--- src/rtl/ps2_pkg.sv ---
// PS/2 keyboard sequencer shared types.
//   ps2_state_e : frame receiver states
//   PS2_EXT_PREFIX / PS2_BRK_PREFIX : scan-code prefix bytes
//   key_evt_t   : one decoded key event as stored in the event FIFO
package ps2_pkg;

  typedef enum logic [1:0] {
    IDLE   = 2'd0,
    DATA   = 2'd1,
    PARITY = 2'd2,
    STOP   = 2'd3
  } ps2_state_e;

  localparam logic [7:0] PS2_EXT_PREFIX = 8'hE0;
  localparam logic [7:0] PS2_BRK_PREFIX = 8'hF0;

  // "release" is a reserved word in SystemVerilog, so the break flag is "rel".
  typedef struct packed {
    logic       extended;
    logic       rel;
    logic [7:0] code;
  } key_evt_t;

endpackage

--- src/rtl/ps2_evt_fifo.sv ---
// Key-event FIFO, DEPTH entries of key_evt_t (DEPTH power of two, 2..64).
//   clk, reset_n : system clock, async active-low reset
//   push, wr_evt : write request and event; accepted when not full or when
//                  a pop happens in the same cycle
//   pop          : read request; ignored when empty
//   rd_evt       : head entry (only meaningful when !empty)
//   empty, full  : occupancy flags
module ps2_evt_fifo
  import ps2_pkg::*;
#(
  parameter int DEPTH = 8
) (
  input  logic     clk,
  input  logic     reset_n,
  input  logic     push,
  input  key_evt_t wr_evt,
  input  logic     pop,
  output key_evt_t rd_evt,
  output logic     empty,
  output logic     full
);

  localparam int AW = $clog2(DEPTH);

  key_evt_t    mem [DEPTH];
  logic [AW:0] wr_ptr, rd_ptr;   // MSB is the wrap bit separating full from empty
  logic        do_push, do_pop;

  assign empty   = (wr_ptr == rd_ptr);
  assign full    = (wr_ptr[AW] != rd_ptr[AW]) && (wr_ptr[AW-1:0] == rd_ptr[AW-1:0]);
  assign do_pop  = pop & ~empty;
  assign do_push = push & (~full | do_pop);
  assign rd_evt  = mem[rd_ptr[AW-1:0]];

  always_ff @(posedge clk or negedge reset_n) begin
    if (!reset_n) begin
      wr_ptr <= '0;
      rd_ptr <= '0;
    end else begin
      if (do_push) wr_ptr <= wr_ptr + 1'b1;
      if (do_pop)  rd_ptr <= rd_ptr + 1'b1;
    end
  end

  always_ff @(posedge clk) begin
    if (do_push) mem[wr_ptr[AW-1:0]] <= wr_evt;
  end

endmodule

--- src/rtl/ps2_key_sequencer.sv ---
// PS/2 keyboard receiver: synchronizes the raw PS/2 lines, decodes 11-bit
// frames, folds E0/F0 prefixes into flags and queues key events.
//   clk, reset_n            : system clock, async active-low reset
//   ps2_clk, ps2_data       : raw asynchronous PS/2 lines
//   evt_valid/evt_ready     : event handshake, pop when both high
//   evt_code/release/extended : head event fields (0 while empty)
//   frame_err               : 1-cycle pulse on start/parity/stop/timeout error
//   overflow                : 1-cycle pulse when an event is dropped (FIFO full)
// Optional: define PS2_TIMEOUT_EN to abort frames whose PS/2 clock stalls for
// TIMEOUT_CYCLES system clocks.
module ps2_key_sequencer
  import ps2_pkg::*;
#(
  parameter int TIMEOUT_CYCLES = 50000,
  parameter int FIFO_DEPTH     = 8
) (
  input  logic       clk,
  input  logic       reset_n,
  input  logic       ps2_clk,
  input  logic       ps2_data,
  output logic       evt_valid,
  input  logic       evt_ready,
  output logic [7:0] evt_code,
  output logic       evt_release,
  output logic       evt_extended,
  output logic       frame_err,
  output logic       overflow
);

  // Synchronizers reset to 1 (idle bus) so release never fakes a falling edge.
  logic [1:0] clk_sync, dat_sync;
  logic       clk_d, fall, sample;

  always_ff @(posedge clk or negedge reset_n) begin
    if (!reset_n) begin
      clk_sync <= 2'b11;
      dat_sync <= 2'b11;
      clk_d    <= 1'b1;
    end else begin
      clk_sync <= {clk_sync[0], ps2_clk};
      dat_sync <= {dat_sync[0], ps2_data};
      clk_d    <= clk_sync[1];
    end
  end

  assign fall   = clk_d & ~clk_sync[1];
  assign sample = dat_sync[1];

  ps2_state_e state, state_n;
  logic [2:0] bit_cnt, cnt_n;
  logic [7:0] shreg, sh_n;
  logic       perr, perr_n;
  logic       bv_n, ferr_n, to_hit;

`ifdef PS2_TIMEOUT_EN
  localparam int            TW      = $clog2(TIMEOUT_CYCLES) + 1;
  localparam logic [TW-1:0] TO_LAST = TW'(TIMEOUT_CYCLES - 1);
  logic [TW-1:0] to_cnt;

  always_ff @(posedge clk or negedge reset_n) begin
    if (!reset_n)                    to_cnt <= '0;
    else if (fall || state == IDLE)  to_cnt <= '0;
    else                             to_cnt <= to_cnt + 1'b1;
  end

  assign to_hit = (state != IDLE) && (to_cnt == TO_LAST);
`else
  assign to_hit = 1'b0;
`endif

  always_comb begin
    state_n = state;
    cnt_n   = bit_cnt;
    sh_n    = shreg;
    perr_n  = perr;
    bv_n    = 1'b0;
    ferr_n  = 1'b0;
    if (to_hit) begin
      state_n = IDLE;
      ferr_n  = 1'b1;
    end else if (fall) begin
      case (state)
        IDLE: begin
          if (!sample) begin
            state_n = DATA;
            cnt_n   = 3'd0;
            perr_n  = 1'b0;
          end else begin
            ferr_n  = 1'b1;
          end
        end
        DATA: begin
          sh_n  = {sample, shreg[7:1]};   // LSB arrives first
          cnt_n = bit_cnt + 3'd1;
          if (bit_cnt == 3'd7) state_n = PARITY;
        end
        PARITY: begin
          perr_n  = ~(^{sample, shreg});  // odd parity over data + parity bit
          state_n = STOP;
        end
        STOP: begin
          state_n = IDLE;
          if (sample && !perr) bv_n   = 1'b1;
          else                 ferr_n = 1'b1;
        end
        default: state_n = IDLE;
      endcase
    end
  end

  logic       byte_vld_q, ferr_q, ovf_q, ext_q, rel_q;
  logic [7:0] byte_q;
  logic       is_ext, is_brk, push, pop, full, empty;
  key_evt_t   wr_evt, head;

  // Byte decode runs one cycle after the stop bit.
  assign is_ext = byte_vld_q && (byte_q == PS2_EXT_PREFIX);
  assign is_brk = byte_vld_q && (byte_q == PS2_BRK_PREFIX);
  assign push   = byte_vld_q && !is_ext && !is_brk;
  assign pop    = evt_valid && evt_ready;
  assign wr_evt = '{extended: ext_q, rel: rel_q, code: byte_q};

  always_ff @(posedge clk or negedge reset_n) begin
    if (!reset_n) begin
      state      <= IDLE;
      bit_cnt    <= 3'd0;
      shreg      <= 8'd0;
      perr       <= 1'b0;
      byte_vld_q <= 1'b0;
      byte_q     <= 8'd0;
      ferr_q     <= 1'b0;
      ovf_q      <= 1'b0;
      ext_q      <= 1'b0;
      rel_q      <= 1'b0;
    end else begin
      state      <= state_n;
      bit_cnt    <= cnt_n;
      shreg      <= sh_n;
      perr       <= perr_n;
      byte_vld_q <= bv_n;
      if (bv_n) byte_q <= shreg;
      ferr_q     <= ferr_n;
      ovf_q      <= push && full && !pop;
      if (ferr_n) begin
        ext_q <= 1'b0;
        rel_q <= 1'b0;
      end else if (is_ext) begin
        ext_q <= 1'b1;
      end else if (is_brk) begin
        rel_q <= 1'b1;
      end else if (push) begin
        ext_q <= 1'b0;
        rel_q <= 1'b0;
      end
    end
  end

  ps2_evt_fifo #(.DEPTH(FIFO_DEPTH)) u_fifo (
    .clk     (clk),
    .reset_n (reset_n),
    .push    (push),
    .wr_evt  (wr_evt),
    .pop     (pop),
    .rd_evt  (head),
    .empty   (empty),
    .full    (full)
  );

  // Head fields are forced to 0 while empty so reset leaves the outputs clean.
  assign evt_valid    = ~empty;
  assign evt_code     = empty ? 8'd0 : head.code;
  assign evt_release  = ~empty & head.rel;
  assign evt_extended = ~empty & head.extended;
  assign frame_err    = ferr_q;
  assign overflow     = ovf_q;

endmodule

--- config.mk ---
export PLATFORM = sky130hd
export DESIGN_NAME = ps2_key_sequencer
export DESIGN_NICKNAME = d
export VERILOG_FILES = /design/src/rtl/ps2_pkg.sv /design/src/rtl/ps2_evt_fifo.sv /design/src/rtl/ps2_key_sequencer.sv
export SDC_FILE = /design/constraint.sdc
export NUM_CORES = 1
export LEC_CHECK = 0
export CORE_MARGIN = 2
export CORE_UTILIZATION = 50
export DETAILED_ROUTE_END_ITERATION = 6
export MAX_ROUTING_LAYER = met4
export PLACE_DENSITY_LB_ADDON = 0.12
export SLEW_MARGIN = 5
export SYNTH_ARGS = -nofsm -noshare
export SYNTH_HDL_FRONTEND = slang
export SYNTH_SLANG_ARGS = --single-unit
export TNS_END_PERCENT = 30
--- constraint.sdc ---
create_clock -name clk -period 6.1 [get_ports clk]
set_clock_uncertainty 0.15 [all_clocks]
set_input_delay 1.22 -clock clk [delete_from_list [all_inputs] [get_ports clk]]
set_output_delay 1.22 -clock clk [all_outputs]
set_load 0.02 [all_outputs]
# Yosys cells after proc, flatten, opt, wreduce, memory -nomap -nowiden
# Memories as Yosys holds them, arrays and structs flattened.
# Cells that the tools add are included.
dict set report word_totals {
  regBits 40
  mem_bits_rw 80
  mem_count 1
  out_inout_bits 13
  input_bits 5
}
# memory words width rd rd_ports_with_merged_regs write_ports line_no
set memory_table {}
lappend memory_table {u_fifo.mem 8 10 1 0 1 ps2_evt_fifo.sv:25} ;# key_evt_t mem [DEPTH];
dict set report classes {
  reduce_logical 25
  addsub 3
  muxes 24
  bitwise 10
  n_eq_ne 13
}
# op n
set op_table {}
lappend op_table {{equality test 8 bit, second input constant} 2}
lappend op_table {{two-way mux 1 bit} 16}
lappend op_table {{logical AND 1 bit} 9}
lappend op_table {{AND reduction 3 bit} 3}
lappend op_table {{XOR reduction 9 bit} 1}
lappend op_table {{adder 4 x 1 -> 4 bit, second input constant} 2}
lappend op_table {{two-way mux 8 bit} 1}
lappend op_table {{case mux 2 bit (4 select lines)} 1}
lappend op_table {{inequality test 2 bit, second input constant} 3}
lappend op_table {{case mux 3 bit (2 select lines)} 1}
lappend op_table {{AND reduction 2 bit} 3}
lappend op_table {{nonzero test 3 bit} 2}
lappend op_table {{AND 1 bit} 5}
lappend op_table {{equality test 2 bit, second input constant} 2}
lappend op_table {{equality test 4 bit} 1}
lappend op_table {{zero test 1 bit} 4}
lappend op_table {{two-way mux 2 bit} 2}
lappend op_table {{inverter 1 bit} 4}
lappend op_table {{case mux 1 bit (2 select lines)} 2}
lappend op_table {{nonzero test 2 bit} 2}
lappend op_table {{adder 3 x 1 -> 3 bit, second input constant} 1}
lappend op_table {{equality test 3 bit} 1}
lappend op_table {{equality test 3 bit, second input constant} 1}
lappend op_table {{two-way mux 3 bit} 1}
lappend op_table {{5 further kinds} 5}

# Depth between registers and ports, before layout
dict set report logic_depth {
  ltp_word 9
  mapped_depth 7
  mapped_depth_nobuf 6
}

# Modules after synthesis
# A second synthesis with hierarchy kept.
dict set report unflattened {
  hier_cells 282
  area_unflattened_um2 5012.3
}
# module cells_each n_inst area_per_inst_um2
set by_module_without_submodules {}
lappend by_module_without_submodules {ps2_evt_fifo 174 1 3578.4}
lappend by_module_without_submodules {ps2_key_sequencer 108 1 1433.9}

# Least setup slack after synthesis
# OpenSTA, ideal clock, no wires.
dict set report synth_path {
  kind {input-to-reg}
  start {input port evt_ready}
  end {memory u_fifo.mem[4][0] (netlist name) (enable)}
  arrival_ns 2.609
  path_stages 3
  required_time_ns 5.546
  setup_slack_ns 2.937
  path_cell_list {nor2_1 -> a21oi_4 -> nor4bb_1}
}
dict set report synth_between {
  elab_chain_len 6
}
# element line_no
set synth_lines {}
lappend synth_lines {{from (decl)} ps2_key_sequencer.sv:22} ;# input logic evt_ready,
lappend synth_lines {{logical AND 1 bit} ps2_key_sequencer.sv:120} ;# assign pop = evt_valid && evt_ready;
lappend synth_lines {{AND 1 bit} ps2_evt_fifo.sv:31} ;# assign do_pop = pop & ~empty;
lappend synth_lines {{OR 1 bit} ps2_evt_fifo.sv:32} ;# assign do_push = push & (~full | do_pop);
lappend synth_lines {{AND 1 bit} ps2_evt_fifo.sv:32}
lappend synth_lines {{two-way mux 1 bit} ps2_evt_fifo.sv:46} ;# if (do_push) mem[wr_ptr[AW-1:0]] <= wr_evt;
lappend synth_lines {{two-way mux 1 bit (implied by the code)} ps2_evt_fifo.sv:46}
lappend synth_lines {{to (decl)} ps2_evt_fifo.sv:25}
# Every way passes these cells.

# Final worst setup path
dict set report layout_path {
  start {register u_fifo.rd_ptr[0]}
  end {output port evt_extended}
}
dict set report layout_between {
  elab_chain_len 3
}
# element line_no
set layout_lines {}
lappend layout_lines {{from (decl)} ps2_evt_fifo.sv:26} ;# logic [AW:0] wr_ptr, rd_ptr;
lappend layout_lines {{from (signal assigned)} ps2_evt_fifo.sv:41} ;# if (do_pop) rd_ptr <= rd_ptr + 1'b1;
lappend layout_lines {{branches (longest 2 deep; another with memory (8 x 10 bit))} n/a}
lappend layout_lines {{AND 1 bit (*)} ps2_key_sequencer.sv:173} ;# assign evt_extended = ~empty & head.extended;
lappend layout_lines {{to (decl)} ps2_key_sequencer.sv:25} ;# output logic evt_extended,
# Every way passes the cells marked *.

==> results.toml <==
[clocking]
clock_latency_ns = 0.51
ctsHoldBuffers = 0
cts_resized = 0
cts.clk_slew.worst_paths_ns = 0.06
numClockSinks = 120
tritoncts = "done"
cts_setup_buffers = 0
cts_buffer_depth = 2
htreeDepth = 4
cts_buffers = 17
clockRootBuffer = "clkbuf_8"

[sta]
period_needed_ns = 4.37
fin_ws_ns = 1.73
hold_viol = 0
setup_violations = 0
maxSlewHeadroom = 0.327
finalMaxSlewViolations = 0
timing.fmax_mhz = 229
setup-tns-final_ns = 0
fin_crit_sh = 0.717
worst_slew_pin_slew_ns = 1.01
rsz0062_at_grt = "no"

[power_and_ir_drop]
p_seq_frac = 0.396
p_sw_mw = 0.895
p_int_mw = 2.07
p_sw_frac = 0.302
clkPwrFrac = 0.336
ir_drop_uv = 216
p_comb_frac = 0.269
leakagePower_nw = 2.30
p_per_area_mw_per_mm2 = 503

[synthesis]
ys_types = 49
syn_area_sq_mm = 0.00501
ys_seq_elements = 120
avgSynthCellArea_sq_um = 16.9
synth-edff-count = 80
synth_ff_type = "edfxtp_1"
yosys_warnings = 0
synth-compound-area-share = 0.0285
syn_inst = 297
synth_seq_area_share = 0.681
synth_simple_gate_area_frac = 0.0742
synth_top_family_by_area = "multiplexers"
synthMuxAreaShare = 0.141
synthAdderAreaFrac = 0.0225
postSynth.asyncResetShare = 0.333
syn-num-nets = 311
yosys.area_share.xor_xnor = 0.0325

[routing]
route.met2.wl_um = 4260
top_layer_used = "met4"
drcViolationCount = 0
wl_per_cell_um = 18.3
ant_nets = 0
viasPerCell = 5.33
wl_um = 8620
drt_first_pass_iters = 5
met1Wirelength_um = 3910
wl_met3_um = 305
drtIter0Drc = 67
dr_total_vias = 2504

[flow_run]
max_cap_violations = 0

[finish]
final_common_cell = "edfxtp_1"
instances_no_fill = 470
drive_above_1_share = 0.214
layout_common_cells = "edfxtp_1, dfrtp_1, nand2_1, mux4_2, nor2_1"
num-fill-cells = 753
antennaDiodeCount = 0
syn_to_final_growth_pct = 17.7
fin_nets = 338

[floorplan]
die_y_um = 104
dieArea_sq_mm = 0.0108
die_w_um = 104
num_rows = 36
ioPinCount = 18
initial_core_util = 0.515
core_sq_mm = 0.00973

[setup_path]
critPathMaxFanout = 13
required_ns = 4.73
end_kind = "primary output"
critPathLaunchType = "flop"
timing_worst_setup_path_type = "flop to primary output"
r2r_setup_slack_ns = 3.24
arrival_ns = 3.00

[global_route]
grt_pass1_wl_um = 14200
grt_pass1_vias = 2624
grt_max_degree = 41
grt_antenna_before_repair = 0
grt_use_total = 0.184
overflow = 0

[placement]
io_buffers = 17
post-place-ws_ns = 2.20
place_hpwl_um = 5130
gp_congestion = 0.737
post-place-cells = 438

[worst_hold_path]
hold_path_class = "flop to flop"

[run_status]
status = "completed"
[state kept, by name (all words and copies together) (netlist names), 2 cells and up]
signal,count
u_fifo.rd_ptr,4
byte_q,8
clk_sync,2
dat_sync,2
shreg,8
u_fifo.wr_ptr,4
bit_cnt,3
u_fifo.mem,80
state,2
[cell usage after synthesis (all sizes together), types with 2 or more instances]
cell type,n,area (sq um)
nor2,19,71.3
mux2,11,131
nand2b,2,12.5
buf,11,72.6
a21oi,4,31.3
inv,7,28.8
nand3,4,20.0
ha,9,113
nand2,33,131
and4b,3,30.0
edfxtp,80,2400
nand4b,2,23.8
xor2,5,43.8
mux4,20,454
mux2i,12,120
dfrtp,35,876
dfstp,5,131
a211oi,3,27.5
o21ai,3,15.0
xnor2,11,96.3
and3,3,23.8
[kinds of logic after synthesis]
family	after synthesis
XOR/XNOR	17
multiplexers	43
AO/OA/AOI/OAI	16
AND/OR/NAND/NOR	73
flip-flops	120
adder cells (fa/ha/maj)	9
buffers and inverters	19
[critical path, cell delays in order (launching register included)]
cell	delay, ns
dfrtp_1	0.80
buf_4	0.39
mux4_1	0.58
mux2i_1	0.14
nor2_1	0.05
clkdlybuf4s50_1	0.53
[final timing paths]
check	from	endpoint	depth (start not counted)
max in group asynchronous	reset_n	ext_q$_DFFE_PN0P_	1
min in group asynchronous	reset_n	byte_q[0]$_DFFE_PN0P_	1
min reg2reg	clk_sync[0]$_DFF_PN1_	clk_sync[1]$_DFF_PN1_	0
min	clk_sync[0]$_DFF_PN1_	clk_sync[1]$_DFF_PN1_	0
max	u_fifo.rd_ptr[0]$_DFFE_PN0P_	evt_extended	5
max reg2reg	u_fifo.rd_ptr[1]$_DFFE_PN0P_	u_fifo.mem[6][1]$_DFFE_PP_	4
[layout make-up]
cell class / instances / area, sq um / area share
Tap cell: 133 / 166 / 0.0282
Clock inverter: 13 / 169 / 0.0287
Timing Repair Buffer: 20 / 188 / 0.0318
Multi-Input combinational cell: 158 / 1500 / 0.255
Inverter: 7 / 28.8 / 0.00488
Sequential cell: 120 / 3410 / 0.578
Clock buffer: 19 / 432 / 0.0732
[per-stage QoR]
step / total power [mW] / hold WS [ns] / cell area [sq um] / util
final: 2.96 / 0.205 / 5890 / 0.606
after global placement: 1.98 / 0.197 / 5290 / 0.544
after CTS: 3.00 / 0.207 / 5890 / 0.606
after global routing: 3.13 / 0.207 / 5890 / 0.606
after detailed placement: 2.00 / 0.198 / 5290 / 0.544
after floorplan: 1.75 / 0.195 / 5010 / -
[power by group through the flow]
stage          combinational (mW)  clock (mW)  sequential, mW
2_1_floorplan               0.686           0            1.07
3_3_place_gp                0.801           0            1.18
3_5_place_dp                0.809           0            1.19
4_1_cts                     0.811        1.01            1.18
5_1_grt                     0.879        1.05            1.20
6_report                    0.797       0.995            1.17
[per-layer routing]
| layer | track usage | up-vias |
|---|---|---|
| met1 | 0.230 | 1274 |
| met3 | 0.0533 | 13 |
| met4 | 0.0676 | 0 |
| met5 | - | - |
| li1 | - | 1174 |
| met2 | 0.290 | 43 |
(Power assumes the default switching activity.)
